**src/rtl/cle_keyseq_serial.sv**
```systemverilog
// cle_keyseq_serial: address-window key-sequence detector that unlocks a serial response stream
module cle_keyseq_serial #(
    parameter int                        ADDR_W   = 16,
    parameter int                        WIN_LSB  = 12,
    parameter logic [ADDR_W-WIN_LSB-1:0] WIN_HI   = 4'b0001,
    parameter int                        KEY_LSB  = 4,
    parameter int                        KEY_W    = 4,
    parameter int                        KEY_LEN  = 4,
    parameter logic [KEY_LEN*KEY_W-1:0]  KEY      = 16'h3A5C,
    parameter int                        RESP_LEN = 16,
    parameter logic [RESP_LEN-1:0]       RESP     = 16'hC0A5,
    parameter bit                        WRAP     = 1'b0,
    localparam int                       KI_W     = $clog2(KEY_LEN + 1),
    localparam int                       RI_W     = $clog2(RESP_LEN + 1)
) (
    input  logic              clk,
    input  logic              rst,
    input  logic              acc_stb,
    input  logic              sser_n,
    input  logic [ADDR_W-1:0] ba,
    input  logic              br_w,
    output logic              sd_out,
    output logic              sd_oe,
    output logic              unlocked,
    output logic [KI_W-1:0]   key_idx,
    output logic [RI_W-1:0]   resp_idx
);
    typedef enum logic {HUNT, OPEN} state_t;
    state_t          state_q, state_d;
    logic [KI_W-1:0] key_idx_q, key_idx_d;
    logic [RI_W-1:0] resp_idx_q, resp_idx_d;
    logic            sd_out_q, sd_out_d;
    logic            sd_oe_q, sd_oe_d;
    logic            hit, qrd, qwr;
    logic [KEY_W-1:0] fld;
    logic [KEY_W-1:0] key_el [2**KI_W];
    logic             resp_el [2**RI_W];
    logic             unused_ba;
    // Key elements in match order (element 0 is the most-significant slice); spare slots are zero
    for (genvar i = 0; i < 2**KI_W; i++) begin : g_key
        if (i < KEY_LEN) begin : g_v
            assign key_el[i] = KEY[(KEY_LEN-1-i)*KEY_W +: KEY_W];
        end else begin : g_z
            assign key_el[i] = '0;
        end
    end
    // Response bits in transmit order (index 0 is RESP's MSB); spare slots are zero
    for (genvar i = 0; i < 2**RI_W; i++) begin : g_resp
        if (i < RESP_LEN) begin : g_v
            assign resp_el[i] = RESP[RESP_LEN-1-i];
        end else begin : g_z
            assign resp_el[i] = 1'b0;
        end
    end
    assign hit       = acc_stb & ~sser_n & (ba[ADDR_W-1:WIN_LSB] == WIN_HI);
    assign qrd       = hit & br_w;
    assign qwr       = hit & ~br_w;
    assign fld       = ba[KEY_LSB+KEY_W-1:KEY_LSB];
    assign unused_ba = ^ba;
    assign sd_out    = sd_out_q;
    assign sd_oe     = sd_oe_q;
    assign unlocked  = (state_q == OPEN);
    assign key_idx   = key_idx_q;
    assign resp_idx  = resp_idx_q;
    // Next state: key walk with overlap restart in HUNT, bit-serial response and write abort in OPEN
    always_comb begin
        state_d    = state_q;
        key_idx_d  = key_idx_q;
        resp_idx_d = resp_idx_q;
        sd_out_d   = sd_out_q;
        sd_oe_d    = 1'b0;
        if (state_q == HUNT) begin
            if (qrd) begin
                if (fld == key_el[key_idx_q]) begin
                    if (key_idx_q == KI_W'(KEY_LEN - 1)) begin
                        state_d    = OPEN;
                        key_idx_d  = '0;
                        resp_idx_d = '0;
                    end else begin
                        key_idx_d = key_idx_q + KI_W'(1);
                    end
                end else begin
                    key_idx_d = (fld == key_el[0]) ? KI_W'(1) : '0;
                end
            end else if (qwr) begin
                key_idx_d = '0;
            end
        end else begin
            if (qrd) begin
                sd_out_d = resp_el[resp_idx_q];
                sd_oe_d  = 1'b1;
                if (resp_idx_q == RI_W'(RESP_LEN - 1)) begin
                    resp_idx_d = '0;
                    state_d    = WRAP ? OPEN : HUNT;
                end else begin
                    resp_idx_d = resp_idx_q + RI_W'(1);
                end
            end else if (qwr) begin
                state_d    = HUNT;
                resp_idx_d = '0;
            end
        end
    end
    // State register; reset wins over any access in the same cycle
    always_ff @(posedge clk) begin
        if (rst) begin
            state_q    <= HUNT;
            key_idx_q  <= '0;
            resp_idx_q <= '0;
            sd_out_q   <= 1'b0;
            sd_oe_q    <= 1'b0;
        end else begin
            state_q    <= state_d;
            key_idx_q  <= key_idx_d;
            resp_idx_q <= resp_idx_d;
            sd_out_q   <= sd_out_d;
            sd_oe_q    <= sd_oe_d;
        end
    end
endmodule

```
**config.mk**
```make
export PLATFORM = sky130hd
export DESIGN_NAME = cle_keyseq_serial
export DESIGN_NICKNAME = d
export VERILOG_FILES = /design/src/rtl/cle_keyseq_serial.sv
export SDC_FILE = /design/constraint.sdc
export NUM_CORES = 1
export LEC_CHECK = 0
export CORE_ASPECT_RATIO = 0.9
export CORE_MARGIN = 2
export CORE_UTILIZATION = 30
export DETAILED_ROUTE_END_ITERATION = 12
export DONT_BUFFER_PORTS = 1
export GPL_TIMING_DRIVEN = 0
export PLACE_DENSITY = 0.52
export SLEW_MARGIN = 10
export SYNTH_ARGS = -nofsm -noshare
export SYNTH_HDL_FRONTEND = slang
export SYNTH_SLANG_ARGS = --single-unit
```
**constraint.sdc**
```tcl
create_clock -name clk -period 5.2 [get_ports clk]
set_input_delay 0.52 -clock clk [delete_from_list [all_inputs] [get_ports clk]]
set_output_delay 0.52 -clock clk [all_outputs]
set_load 0.01 [all_outputs]
```
; ---- After elaboration in Yosys (flattened, before gate mapping)
; Memory sizes are Yosys's and may differ from the RTL's. A register that Yosys moved wholly into a read port is not among the register bits.
; Index checks and enable logic that the tools add are counted.
[totals]
wordCells = 53
register_bits = 10
input_bits = 21
mem_bits_ro = 64
memories = 2
out_inout_bits = 11
[op_classes]
n_mux = 22
magnitude_cmp = 1
reduce_logical = 8
eq_ne = 5
n_addsub = 2
n_bitwise = 9
[memory_table]
columns = name, words, width, rd, rd_ports_with_merged_regs, wr, line
row1 = (name not given), 32, 1, 1, 1, 0, 90  ; sd_out_d = resp_el[resp_idx_q];
row2 = (name not given), 8, 4, 1, 0, 0, 74  ; if (fld == key_el[key_idx_q]) begin
[op_table]
columns = cell, count
row1 = two-way mux 5 bit, 7
row2 = two-way mux 3 bit, 4
row3 = two-way mux 1 bit, 9
row4 = two-way mux 4 bit, 2
row5 = nonzero test 2 bit, 4
row6 = NOT 5 -> 6 bit, 1
row7 = "adder 5 x 1 -> 5 bit, second input constant", 1
row8 = "equality test 5 x 4 -> 1 bit, second input constant", 1
row9 = bitwise AND 1 bit, 4
row10 = "equality test 4 x 1 -> 1 bit, second input constant", 1
row11 = "equality test 4 x 2 -> 1 bit, second input constant", 1
row12 = equality test 4 bit, 1
row13 = ">= comparator 4 bit, second input constant", 1
row14 = NOT 3 -> 4 bit, 1
row15 = AND reduction 2 bit, 2
row16 = AND reduction 4 bit, 1
row17 = "adder 3 x 1 -> 3 bit, second input constant", 1
row18 = "equality test 3 x 2 -> 1 bit, second input constant", 1
row19 = NOT 1 bit, 3
row20 = OR reduction 2 bit, 1

; ---- Logic depth before layout (Yosys ltp)
; Gate-level depths: netlist (run 1).
[logic_depth]
word_depth = 8
depth_mapped = 5
mapped_depth_nobuf = 5

; ---- Worst setup path after synthesis (run 1)
; Ideal clock, no wire load.
[synth_path]
path_type = in2reg
startpoint = input sser_n
endpoint = register sd_out_q (netlist: sd_out)
t_arrival_ns = 1.928
setup_time_ns = 0.067
path_stages = 4
slack_ns = 3.205
n_path_buf = 0
required_time_ns = 5.133
cell_sequence = or4b_4 or3_4 or3_1 a21oi_2
[synth_via]
elab_chain_len = 5
[synth_lines]
columns = item, line
row1 = "start, declared", 19  ; input logic sser_n,
row2 = NOT 1 bit, 55  ; assign hit = acc_stb & ~sser_n & (ba[ADDR_W-1:WIN_LSB] == WIN_HI);
row3 = bitwise AND 1 bit (2 in a row), 55
row4 = bitwise AND 1 bit, 56  ; assign qrd = hit & br_w;
row5 = AND reduction 2 bit (no line), --
row6 = "end, declared", 32  ; logic sd_out_q, sd_out_d;
; No other way between the ends.
; A chain may end at the register's enable or synchronous reset.

; ---- Final worst setup path (run 1)
[layout_path]
startpoint = register key_idx_q[0] (netlist: key_idx[0])
endpoint = register resp_idx_q[3] (netlist: resp_idx[3])
[layout_via]
elab_chain_len = 7
elab_cells_between_ends = 9
cone_classes = eq/ne: 2 / mux: 2 / bitwise: 1 / reduce/logical: 3 / memory: 1
[layout_lines]
columns = item, line
row1 = "start, declared", 30  ; logic [KI_W-1:0] key_idx_q, key_idx_d;
row2 = "start signal, assigned", 114  ; key_idx_q <= key_idx_d;
row3 = NOT 3 -> 4 bit (not written as such), 74
row4 = memory read (8 x 4 bit), --
row5 = two-way mux 4 bit (not written as such) (2 in a row), 74
row6 = equality test 4 bit, 74
row7 = nonzero test 2 bit (no line), --
row8 = AND reduction 4 bit (no line) (*), --
row9 = "end signal, assigned", 115  ; resp_idx_q <= resp_idx_d;
row10 = "end, declared", 31  ; logic [RI_W-1:0] resp_idx_q, resp_idx_d;
; Mark *: on every way between the ends. The rest lies on a longest branch, timed or not. The select of a mux whose other input is x is not followed.

==> impl_results.md, run 1 <==
* Result of the run: finished, final reports clean
* Synthesis Warnings at 0
* FF+latch area at 220 µm²
* Post-route design area at 776 µm²
* Worst min path class: in -> reg
* Min cycle time layout at 2.18 ns
* Fmax at 458 MHz
* Port Buffers at 0
* Vias after detailed routing at 666
* Nets in the synthesized netlist at 110
* Number of hold-repair buffers added at the cts stage at 0
* Post-detailed-route wirelength per cell at 14.6 µm
* First-iteration detailed-routing DRC count at 15
* Effective utilization at floorplan at 32.2%
* Top-Level Pins at 32
* Number of cells produced by synthesis at 87
* Worst clock skew at 0.00667 ns
* Pin count of the biggest net entering global routing at 11
* Start-to-end type of the worst setup path: reg -> reg
* Clock-pin slew reported for the worst setup and hold paths after clock tree synthesis at 0.08 ns
* Total power divided by cell area at 210 mW/mm²
* Number of buffers on the longest clock path at 2
* Leak at 0.262 nW
* Area of the placeable core at 0.00222 mm²
* Reg2Reg Launch Point: key_idx[0]$_SDFFE_PP0P_
* Standard cell area after detailed placement at 749 µm²
* Hold wc startpoint: br_w
* Top FF cell, synth: sky130_fd_sc_hd__dfxtp_1
* First-pass GRT wire length at 2790 µm
* Cell types with the largest area share after synthesis: sky130_fd_sc_hd__dfxtp_1 (31%), sky130_fd_sc_hd__nand2_1 (5.2%), sky130_fd_sc_hd__a21oi_1 (3.5%)
* Non-Filler Instances at 118
* CTS tree: yes
* Post-synthesis cell area at 716 µm²
* Per-instance average area after synthesis at 8.23 µm²
* Root buf cell: sky130_fd_sc_hd__clkbuf_4
* Endpoints failing setup at 0
* Routability congestion estimate from global placement at 0.767
* CP Data Required Time at 5.32 ns
* Number of pins exceeding their max-slew limit in the final report at 0
* Cell type with the highest aggregate area in the netlist: sky130_fd_sc_hd__dfxtp_1
* Number of global-route vias before repair at 592
* Number of synthesized register bits at 11
* Number of buffers created by CTS at 3
* Share of Yosys cell area claimed by the top area cell type at 30.8%
* Share of the clock period used by the worst path after layout at 42.0%
* Ant. Diodes at 0
* Maximum fanout along the worst path at 6
* Headroom to the max-slew limit at 34.8%
* Number of H-tree levels at 1
* Post-Route Hold Slack at 0.457 ns
* Number of enable-type register cells in the synthesized netlist at 0
* Post-synthesis to final-layout area growth at 8.39%
* Fraction of layout instances using a drive strength above 1 at 11.0%
* Horizontal die dimension at 55.5 µm
* Clock insertion delay at the later pin of the skew report at 0.28 ns
* Source of the critical timing path: key_idx[0]$_SDFFE_PP0P_
* Sinks on Clock Net at 11
* Share of async-settable or async-resettable flops after synthesis at 0%
* Number of search-and-repair iterations in the first detailed-routing pass at 4
* Sequential fraction of the synthesis area at 30.8%
* Number of hold-slack violations in the final timing report at 0
* Maxcap violations at 0
* Number of nets at the end of the flow at 115
* Overall routing resource usage at 13.2%
* Critical path endpoint category: flop
* Post-CTS Setup Inserts at 0
* Multi-input logic area at 477 µm²
* Total length of routed wires at 1720 µm
* Drt via density at 5.64
* Count of unresolved DRC violations after routing at 0
* Count of nets left with antenna violations after detail routing at 0
* Filler cell count in the final layout at 237
* Critical path launch point type: flop
* HPWL after detailed placement at 1290 µm
* Placed cell count at 114
* Actual transition at the worst max-transition pin at 0.969 ns
* Arrival time reported for the critical path endpoint at 2.30 ns
* Accumulated negative setup slack at 0 ns
* Std cell rows at 16
* Overall power of the completed layout at 0.163 mW
* Number of distinct library cells after synthesis at 39
* Number of gates resized after CTS at 0
* Die ar. at 0.00279 mm²
* Reg2Reg Setup Slack at 3.02 ns
* IR Drop Worst-Case VDD at 0.130 mV
* Unrepaired setup endpoints after global routing: no
* Floorplan die height at 50.3 µm
* Initial antenna violation count at 0
* Global-route congestion overflow total at 0
## synthesized netlist by cell type, types with 2 or more instances
cell / n
sky130_fd_sc_hd__a211oi_1: 2
sky130_fd_sc_hd__a21oi_1: 5
sky130_fd_sc_hd__clkbuf_1: 3
sky130_fd_sc_hd__dfxtp_1: 11
sky130_fd_sc_hd__ha_1: 2
sky130_fd_sc_hd__inv_1: 2
sky130_fd_sc_hd__nand2_1: 10
sky130_fd_sc_hd__nand2b_1: 2
sky130_fd_sc_hd__nand3_1: 4
sky130_fd_sc_hd__nor2_1: 4
sky130_fd_sc_hd__nor2b_1: 3
sky130_fd_sc_hd__nor3_1: 2
sky130_fd_sc_hd__nor3b_1: 3
sky130_fd_sc_hd__nor4_1: 3
sky130_fd_sc_hd__o211a_1: 2
sky130_fd_sc_hd__o21a_1: 2
sky130_fd_sc_hd__o21ai_0: 4
sky130_fd_sc_hd__o22ai_1: 2
## state kept, by name, summed over array words and instances, names as in the netlist
| register | flops |
|---|---|
| key_idx | 3 |
| sd_oe | 1 |
| unlocked | 1 |
| sd_out | 1 |
| resp_idx | 5 |
## cells by family (layout without fill, tap and decap cells)
| kind of cell | count (synthesis) | in the layout | synth area share (%) |
|---|---|---|---|
| AND/OR/NAND/NOR | 42 | 42 | 36.5 |
| buffers and inverters | 5 | 9 | 2.62 |
| XOR/XNOR | 1 | 1 | 1.22 |
| AO/OA/AOI/OAI | 26 | 26 | 25.4 |
| flip-flops | 11 | 11 | 30.8 |
| adder cells (fa/ha/maj) | 2 | 2 | 3.50 |
## path summary, 6_finish.rpt
kind,endpoint,cells after the start
max,resp_idx[3]$_SDFFE_PP0P_,4
min,sd_oe$_SDFF_PP0_,2
max reg2reg,resp_idx[3]$_SDFFE_PP0P_,4
min reg2reg,sd_out$_SDFFE_PP0P_,2
## power breakdown
part / switching, mW / internal, mW / leakage [nW] / total, mW
clock: 0.0338 / 0.0297 / 0.0150 / 0.0635
combinational: 0.00723 / 0.00642 / 0.159 / 0.0136
sequential: 0.00121 / 0.0846 / 0.0887 / 0.0858
## metrics by stage
step	setup slack [ns]	utilization, %
2_1_floorplan	3.20	-
3_3_place_gp	2.76	33.7
3_5_place_dp	2.79	33.7
4_1_cts	3.00	34.9
5_1_grt	2.75	34.9
6_report	3.02	34.9
## cell usage in the layout, fill, tap and decap left out, drive strengths merged, types with 2 or more instances in the layout
cell / instances
or3: 2
nor3: 2
dfxtp: 11
a211oi: 2
clkbuf: 7
a21oi: 6
nor3b: 3
ha: 2
nand3: 4
inv: 2
nand2: 10
nor2: 4
o21ai: 4
nand2b: 2
o211a: 2
o22ai: 2
o21a: 2
nor2b: 3
nor4: 3
## final cells by class
type,instances,share of cell area (%)
Buffer,3,1.45
Tap cell,27,4.35
Multi-Input combinational cell,71,61.5
Clock buffer,4,3.39
Sequential cell,11,28.4
Inverter,2,0.968
## routing by layer
metal / global-route usage (%) / routed length [µm] / up-vias
li1: - / - / 336
met1: 16.7 / 788 / 301
met2: 19.2 / 749 / 27
met3: 7.47 / 170 / 2
met4: 3.66 / 13 / 0
met5: 0 / 0 / -
## worst max-delay path, cell delays in order, from the launching register on
cell	delay [ns]
sky130_fd_sc_hd__dfxtp_1	0.51
sky130_fd_sc_hd__nor3b_1	0.24
sky130_fd_sc_hd__o22ai_1	0.18
sky130_fd_sc_hd__nor4_1	0.87
sky130_fd_sc_hd__o21ai_0	0.22
No activity file was read; power rests on OpenSTA's default activity.
==> run 2: changes to the inputs <==
==> constraint.sdc (replaced) <==
create_clock -name clk -period 2.2 [get_ports clk]
set_input_delay 0.22 -clock clk [delete_from_list [all_inputs] [get_ports clk]]
set_output_delay 0.22 -clock clk [all_outputs]
set_load 0.01 [all_outputs]
==> impl_results.md, run 2 (synthesis gave the netlist of run 1 again) <==
* Result of the run: finished, final reports clean
* Placed cell count at 114 (unchanged)
* Number of gates resized after CTS at 0 (unchanged)
* First-pass GRT wire length at 2790 µm (unchanged)
* CP Data Required Time at 2.34 ns (-2.98 ns)
* Number of global-route vias before repair at 592 (unchanged)
* Clock insertion delay at the later pin of the skew report at 0.28 ns (about the same)
* Critical path launch point type: flop
* Clock-pin slew reported for the worst setup and hold paths after clock tree synthesis at 0.08 ns (about the same)
* Vias after detailed routing at 668 (+0.30%)
* Die ar. at 0.00279 mm² (unchanged)
* Fmax at 529 MHz (+15%)
* Worst path bufs/invs at 0 (unchanged)
* Post-CTS Setup Inserts at 0 (unchanged)
* Number of hold-slack violations in the final timing report at 0 (unchanged)
* Post-synthesis to final-layout area growth at 9.27%
* Effective utilization at floorplan at 32.2% (unchanged)
* HPWL after detailed placement at 1290 µm (unchanged)
* Number of H-tree levels at 1 (unchanged)
* First-iteration detailed-routing DRC count at 10 (-5)
* Accumulated negative setup slack at 0 ns (unchanged)
* Overall routing resource usage at 13.2% (unchanged)
* Number of buffers on the longest clock path at 2 (unchanged)
* Drt via density at 5.66 (+0.30%)
* Number of hold-repair buffers added at the cts stage at 0 (unchanged)
* Cells traversed along the worst timing path: nor3b_1 > o22ai_1 > nor4_2 > o21ai_0
* Min cycle time layout at 1.89 ns (-0.293 ns)
* Delay of the slowest cell on the worst path at 0.62 ns (-0.25 ns)
* Number of search-and-repair iterations in the first detailed-routing pass at 4 (unchanged)
* Most frequent cells in the layout: sky130_fd_sc_hd__dfxtp_1 (11), sky130_fd_sc_hd__nand2_1 (10), sky130_fd_sc_hd__a21oi_1 (5)
* Area of the placeable core at 0.00222 mm² (unchanged)
* Total length of routed wires at 1720 µm (about the same)
* Reg2Reg Launch Point: key_idx[0]$_SDFFE_PP0P_
* Headroom to the max-slew limit at 53.0% (+18 points)
* Top-Level Pins at 32 (unchanged)
* Pin count of the biggest net entering global routing at 11 (unchanged)
* IR Drop Worst-Case VDD at 0.307 mV (+140%)
* Port Buffers at 0 (unchanged)
* Routability congestion estimate from global placement at 0.767 (unchanged)
* Kind of cell adding the most delay to the critical path: simple AND/OR/NAND/NOR gates
* Maximum fanout along the worst path at 6 (unchanged)
* Post-place setup slack at 0.0368 ns (-2.75 ns)
* Hold wc startpoint: br_w
* Source of the critical timing path: key_idx[0]$_SDFFE_PP0P_
* Leak at 0.262 nW (about the same)
* Count of unresolved DRC violations after routing at 0 (unchanged)
* Sinks on Clock Net at 11 (unchanged)
* Count of nets left with antenna violations after detail routing at 0 (unchanged)
* Ant. Diodes at 0 (unchanged)
* Max reg flops at 5 (unchanged)
* Start-to-end type of the worst setup path: reg -> reg
* Initial antenna violation count at 0 (unchanged)
* Post-Route Hold Slack at 0.155 ns (-0.301 ns)
* Post-detailed-route wirelength per cell at 14.6 µm (about the same)
* Number of nets at the end of the flow at 115 (unchanged)
* Worst min path class: in -> reg
* Actual transition at the worst max-transition pin at 0.703 ns (-0.267 ns)
* Global-route congestion overflow total at 0 (unchanged)
* Worst clock skew at 0.00510 ns (-0.00157 ns)
* Std cell rows at 16 (unchanged)
* Critical path endpoint category: flop
* CP max-delay cell: sky130_fd_sc_hd__nor4_2
* Root buf cell: sky130_fd_sc_hd__clkbuf_4
* Total power divided by cell area at 493 mW/mm² (+130%)
* Endpoints failing setup at 0 (unchanged)
* Horizontal die dimension at 55.5 µm (unchanged)
* Number of buffers created by CTS at 3 (unchanged)
* Number of pins exceeding their max-slew limit in the final report at 0 (unchanged)
* Share of the clock period used by the worst path after layout at 85.9% (+44 points)
* Fraction of layout instances using a drive strength above 1 at 12.1% (+1.1 points)
* Post-route worst setup slack at 0.309 ns (-2.71 ns)
* Arrival time reported for the critical path endpoint at 2.03 ns (-0.27 ns)
* Most frequent standard cell in the layout excluding fill and tap cells: sky130_fd_sc_hd__dfxtp_1
* Maxcap violations at 0 (unchanged)
* Floorplan die height at 50.3 µm (unchanged)
* Unrepaired setup endpoints after global routing: no
* Non-Filler Instances at 118 (unchanged)
* CTS tree: yes
-- run 2: changes by cell type in the layout (fill, tap and decap cells not counted) --
cell                     previous run  this run
sky130_fd_sc_hd__nor4_1             3         2
sky130_fd_sc_hd__nor4_2             0         1
-- run 2: area by class of cell --
type,count,area (µm²)
fill,235,1440
multi-input combinational,71,483
sequential,11,220
tap,27,33.8
clock buffer,4,26.3
buffer,3,11.3
inverter,2,7.51
-- run 2: per-stage QoR --
stage               util (%)  power, mW  instance area, µm²
detailed placement      33.7      0.240                 749
CTS                     34.9      0.391                 776
floorplan                  -      0.234                 716
global route            35.2      0.409                 782
finish                  35.2      0.385                 782
global placement        33.7      0.239                 749
-- run 2: worst paths after layout --
kind	to	slack [ns]	depth (start not counted)
min reg2reg	sd_out$_SDFFE_PP0P_	0.52	2
max	resp_idx[3]$_SDFFE_PP0P_	0.31	4
max reg2reg	resp_idx[3]$_SDFFE_PP0P_	0.31	4
min	sd_oe$_SDFF_PP0_	0.16	2
-- run 2: per-layer routing --
metal / part of all wire [%] / track usage (%) / wire (µm) / vias up
li1: - / - / - / 337
met1: 48 / 16.7 / 824 / 306
met2: 43 / 19.2 / 741 / 23
met3: 8.3 / 7.47 / 142 / 2
met4: 0.76 / 3.66 / 13 / 0
met5: 0 / 0 / 0 / -
-- run 2: report_power, final --
group	leakage (nW)	internal [mW]	switching, mW	total, mW
clock network	0.0150	0.0703	0.0793	0.150
logic	0.159	0.0152	0.0176	0.0328
registers	0.0887	0.200	0.00278	0.203
